## config.mk

```make
export PLATFORM = sky130hd
export DESIGN_NAME = vec_wb_buffer
export DESIGN_NICKNAME = d
export VERILOG_FILES = /design/src/rtl/vec_wb_buffer.sv
export SDC_FILE = /design/constraint.sdc
export NUM_CORES = 1
export LEC_CHECK = 0
export BUFFER_PORTS_ARGS = -buffer_cell sky130_fd_sc_hd__buf_2
export CAP_MARGIN = 25
export CELL_PAD_IN_SITES_DETAIL_PLACEMENT = 0
export CELL_PAD_IN_SITES_GLOBAL_PLACEMENT = 1
export CORE_UTILIZATION = 25
export CTS_BUF_LIST = sky130_fd_sc_hd__clkbuf_8
export DETAILED_ROUTE_END_ITERATION = 10
export PLACE_DENSITY = 0.56
export SYNTH_ARGS = -nofsm -noshare
export SYNTH_HDL_FRONTEND = slang
export SYNTH_SLANG_ARGS = --single-unit
```

## constraint.sdc

```tcl
create_clock -name clk -period 16.5 [get_ports clk]
set_input_delay 0.825 -clock clk [delete_from_list [all_inputs] [get_ports clk]]
set_output_delay 0.825 -clock clk [all_outputs]
set_load 0.05 [all_outputs]
```

## src/rtl/vec_wb_buffer.sv

```systemverilog
// Writeback buffer in front of the vector register file write port: an in-order
// FIFO of {addr,data} results with pending-write hazard lookup on two read addresses.
module vec_wb_buffer #(
  parameter int ADDR_WIDTH = 5,
  parameter int DATA_WIDTH = 512,
  parameter int DEPTH      = 4,
  parameter int CNT_WIDTH  = $clog2(DEPTH + 1)
) (
  input  logic                  clk,
  input  logic                  reset,
  input  logic                  in_valid,
  output logic                  in_ready,
  input  logic [ADDR_WIDTH-1:0] in_addr,
  input  logic [DATA_WIDTH-1:0] in_data,
  input  logic                  wb_stall,
  input  logic                  flush,
  output logic                  wr_en,
  output logic [ADDR_WIDTH-1:0] waddr,
  output logic [DATA_WIDTH-1:0] wdata,
  input  logic [ADDR_WIDTH-1:0] chk_addr_1,
  input  logic [ADDR_WIDTH-1:0] chk_addr_2,
  output logic                  hazard_1,
  output logic                  hazard_2,
  output logic [CNT_WIDTH-1:0]  count
);

  localparam int PTR_WIDTH = $clog2(DEPTH);

  logic [ADDR_WIDTH-1:0] mem_addr [DEPTH];
  logic [DATA_WIDTH-1:0] mem_data [DEPTH];
  logic [PTR_WIDTH-1:0]  rd_ptr;
  logic [PTR_WIDTH-1:0]  wr_ptr;
  logic                  full;
  logic                  empty;
  logic                  push;
  logic                  pop;

  assign full     = (count == CNT_WIDTH'(DEPTH));
  assign empty    = (count == '0);
  assign in_ready = !full && !reset;
  assign push     = in_valid && in_ready && !flush;

  // The head is presented for the whole cycle so the register file's negedge
  // write samples settled values; wb_stall is flop-driven and equally stable.
  assign wr_en = !empty && !wb_stall && !flush;
  assign waddr = mem_addr[rd_ptr];
  assign wdata = mem_data[rd_ptr];
  assign pop   = wr_en;

  // NOTE: sequential state uses non-blocking assignments so every flop samples pre-edge values.
  always_ff @(posedge clk or posedge reset) begin
    if (reset) begin
      rd_ptr <= '0;
      wr_ptr <= '0;
      count  <= '0;
    end else if (flush) begin
      rd_ptr <= '0;
      wr_ptr <= '0;
      count  <= '0;
    end else begin
      if (push) wr_ptr <= wr_ptr + 1'b1;
      if (pop)  rd_ptr <= rd_ptr + 1'b1;
      count <= count + CNT_WIDTH'(push) - CNT_WIDTH'(pop);
    end
  end

  // NOTE: entry storage is deliberately not reset; count gates every reader, so stale contents are harmless.
  always_ff @(posedge clk) begin
    if (push) begin
      mem_addr[wr_ptr] <= in_addr;
      mem_data[wr_ptr] <= in_data;
    end
  end

  // Only the count entries starting at rd_ptr are live; slots beyond them hold stale results.
  always_comb begin
    // NOTE: defaults before the loop keep this block purely combinational (no latches).
    hazard_1 = 1'b0;
    hazard_2 = 1'b0;
    for (int i = 0; i < DEPTH; i++) begin
      if (CNT_WIDTH'(i) < count) begin
        if (mem_addr[rd_ptr + PTR_WIDTH'(i)] == chk_addr_1) hazard_1 = 1'b1;
        if (mem_addr[rd_ptr + PTR_WIDTH'(i)] == chk_addr_2) hazard_2 = 1'b1;
      end
    end
  end

endmodule
```

==> impl_metrics.env <==
export IMPL_vdd_drop_max_v=0.000110
export IMPL_crit_type="reg2out"
export IMPL_syn_area_um2=75800
export IMPL_dp_hpwl_um=130000
export IMPL_slew_viol_final=0
export IMPL_cts_tree="done"
export IMPL_die_width_um=553
export IMPL_slew_headroom_pct=26.3
export IMPL_path_clk_slew_ps=60
export IMPL_async_flop_share_pct=0.337
export IMPL_slowest_stage="dfrtp_4"
export IMPL_synthCells=2849
export IMPL_postLayoutCoreUtil_pct=32.5
export IMPL_max_freq_ghz=0.157
export IMPL_wl_um=199000
export IMPL_cts_max_level=5
export IMPL_nets=5246
export IMPL_dr_first_iter_drc_count=2352
export IMPL_synth_nets=3390
export IMPL_io_buffers=1055
export IMPL_fillers=28800
export IMPL_cts_made_buffers=352
export IMPL_ys_types=33
export IMPL_drcViolationCount=0
export IMPL_yosysSeqAreaShare_pct=82.2
export IMPL_yosysTopAreaCell="edfxtp_1"
export IMPL_r2r_slack_ps=11290
export IMPL_placed_cell_area_um2=85900
export IMPL_final_layout_size_suffix_gt1_share_pct=41.6
export IMPL_grt_overflow_total=0
export IMPL_numClockSinks=2075
export IMPL_multi_input_area_um2=12900
export IMPL_crit_path_max_incr_delay_ps=880
export IMPL_synthTopCellsByArea="edfxtp_1 (82%), mux4_2 (16%), buf_2 (0.44%)"
export IMPL_critPathMaxFanout=41
export IMPL_wl_per_cell_um=22.2
export IMPL_synthTopCellsByCount="edfxtp_1 (2068), mux4_2 (524), buf_2 (66)"
export IMPL_endpoint_kind="output port"
export IMPL_vias=37900
export IMPL_hold_class="in2reg"
export IMPL_worst_slack_ps=10150
export IMPL_placementRows=201
export IMPL_finClkSkew_ps=52.4
export IMPL_grt_setup_unrepaired="false"
export IMPL_p_per_area_nw_per_um2=143
export IMPL_worst_path_most_repeated_cell="buf_4"
export IMPL_synth_avg_cell_area_um2=26.6
export IMPL_io_pin_count=1056
export IMPL_cp_arrival_ps=5520
export IMPL_cts_root_buf="clkbuf_8"
export IMPL_final_design_area_no_fill_um2=97600
export IMPL_gp_congestion=0.773
export IMPL_startpoint_type="flip-flop"
export IMPL_ctsLongestPathBuffers=4
export IMPL_synth_most_common_cell="edfxtp_1"
export IMPL_period_needed_ps=6350
export IMPL_grt_pass1_wl_um=286000
export IMPL_start_util_pct=25.2
export IMPL_clock_latency_ps=990
export IMPL_min_period_over_period_pct=38.5
export IMPL_ys_ff_latch=2075
export IMPL_drtPass1Iterations=5
export IMPL_coreArea_um2=301000
export IMPL_setup_tns_ps=0
export IMPL_tightest_slew_ps=1110
export IMPL_die_area_um2=305000
export IMPL_total_leakage_power_nw=32.3
export IMPL_regArea_um2=62300
export IMPL_antenna_found_initial=61
export IMPL_ys_flop_type="edfxtp_1"
export IMPL_hold_violations=0
export IMPL_grt_max_degree=120
export IMPL_finalSetupViolations=0
export IMPL_dp_worst_setup_slack_ps=10840
export IMPL_viasPerCell=4.23
export IMPL_yosys_warnings=0
export IMPL_synth_top_area_share_pct=82.0
export IMPL_hold_ws_ps=160
export IMPL_cp_data_required_time_ps=15670
export IMPL_synth_edf_count=2068
export IMPL_syn2layout_area_growth_pct=28.9
export IMPL_grt_pass1_vias=40800
export IMPL_path_cells="buf_4 > buf_4 > buf_4 > buf_4 > mux4_2 > buf_2"
export IMPL_antenna_left=0
export IMPL_cap_violations=0
export IMPL_grt_usage_pct=12.6
export IMPL_outcome="finished, final reports clean"
export IMPL_die_y_um=553
==> cells in the final DEF, fill, tap and decap left out, types with 9 or more instances in the layout <==
cell	instances
buf_2	1055
buf_4	49
bufinv_16	10
clkbuf_8	356
clkinv_1	68
clkinv_2	36
diode_2	38
dlygate4sd3_1	516
edfxtp_1	2068
inv_1	136
mux2i_1	9
mux4_2	524
xnor2_1	29
xor2_1	18
==> registers in the layout, indices dropped and copies added (netlist names) <==
register,count
count,3
mem_addr,20
mem_data,2048
rd_ptr,2
wr_ptr,2
==> path summary, 6_finish.rpt <==
check,startpoint,endpoint,depth (start not counted)
max,rd_ptr[0]$_DFFE_PP0P_,wdata[185],6
min,in_data[262],mem_data[2][262]$_DFFE_PP_,1
max reg2reg,count[1]$_DFF_PP0_,mem_data[0][29]$_DFFE_PP_,9
min reg2reg,wr_ptr[1]$_DFFE_PP0P_,wr_ptr[1]$_DFFE_PP0P_,2
max in group asynchronous,reset,rd_ptr[0]$_DFFE_PP0P_,3
min in group asynchronous,reset,count[0]$_DFF_PP0_,3
==> worst max-delay path: cells and delay by family, from the launching register on <==
kind,cells,cell delay (ps)
buf+inv,5,2880
flops,1,880
mux,1,600
==> metrics by stage <==
stage / instances / total power, mW
2_1_floorplan: 2849 / 8.88
3_3_place_gp: 7793 / 9.77
3_5_place_dp: 7793 / 9.78
4_1_cts: 8931 / 14.2
5_1_grt: 8957 / 14.6
6_report: 8969 / 14.0
==> routing by layer <==
metal	track usage, %	wire length, um
met1	15.1	79200
met4	4.77	7150
met3	5.23	19300
met5	0	196
met2	20.2	93400
==> cell type report <==
cell class	count	share of cell area, %
Clock buffer	356	5.02
Sequential cell	2075	63.8
Timing Repair Buffer	1628	11.2
Multi-Input combinational cell	639	13.2
Clock inverter	266	1.59
Inverter	9	0.0346
Antenna cell	38	0.0974
Tap cell	3958	5.07
==> power breakdown <==
part,switching (mW),internal [mW]
clock network,2.10,2.18
logic,2.59,1.15
registers,0.0537,5.94
total,4.74,9.27
==> cell families (layout without fill, tap and decap cells) <==
logic type	count (synthesis)	in the layout	share of synthesized area [%]
flip-flops	2075	2075	82.2
multiplexers	540	540	15.9
buffers and inverters	135	2259	0.859
XOR/XNOR	47	47	0.543
AND/OR/NAND/NOR	38	38	0.274
adder cells (fa/ha/maj)	9	9	0.159
AO/OA/AOI/OAI	5	5	0.0396
other	0	38	0
==> what timing repair did <==
action,CTS,global route
resized for setup,0,0
buffers inserted,0,0
hold endpoints to repair,2069,0
hold buffers,516,0
Note: power is estimated with default switching activity, not from simulation.
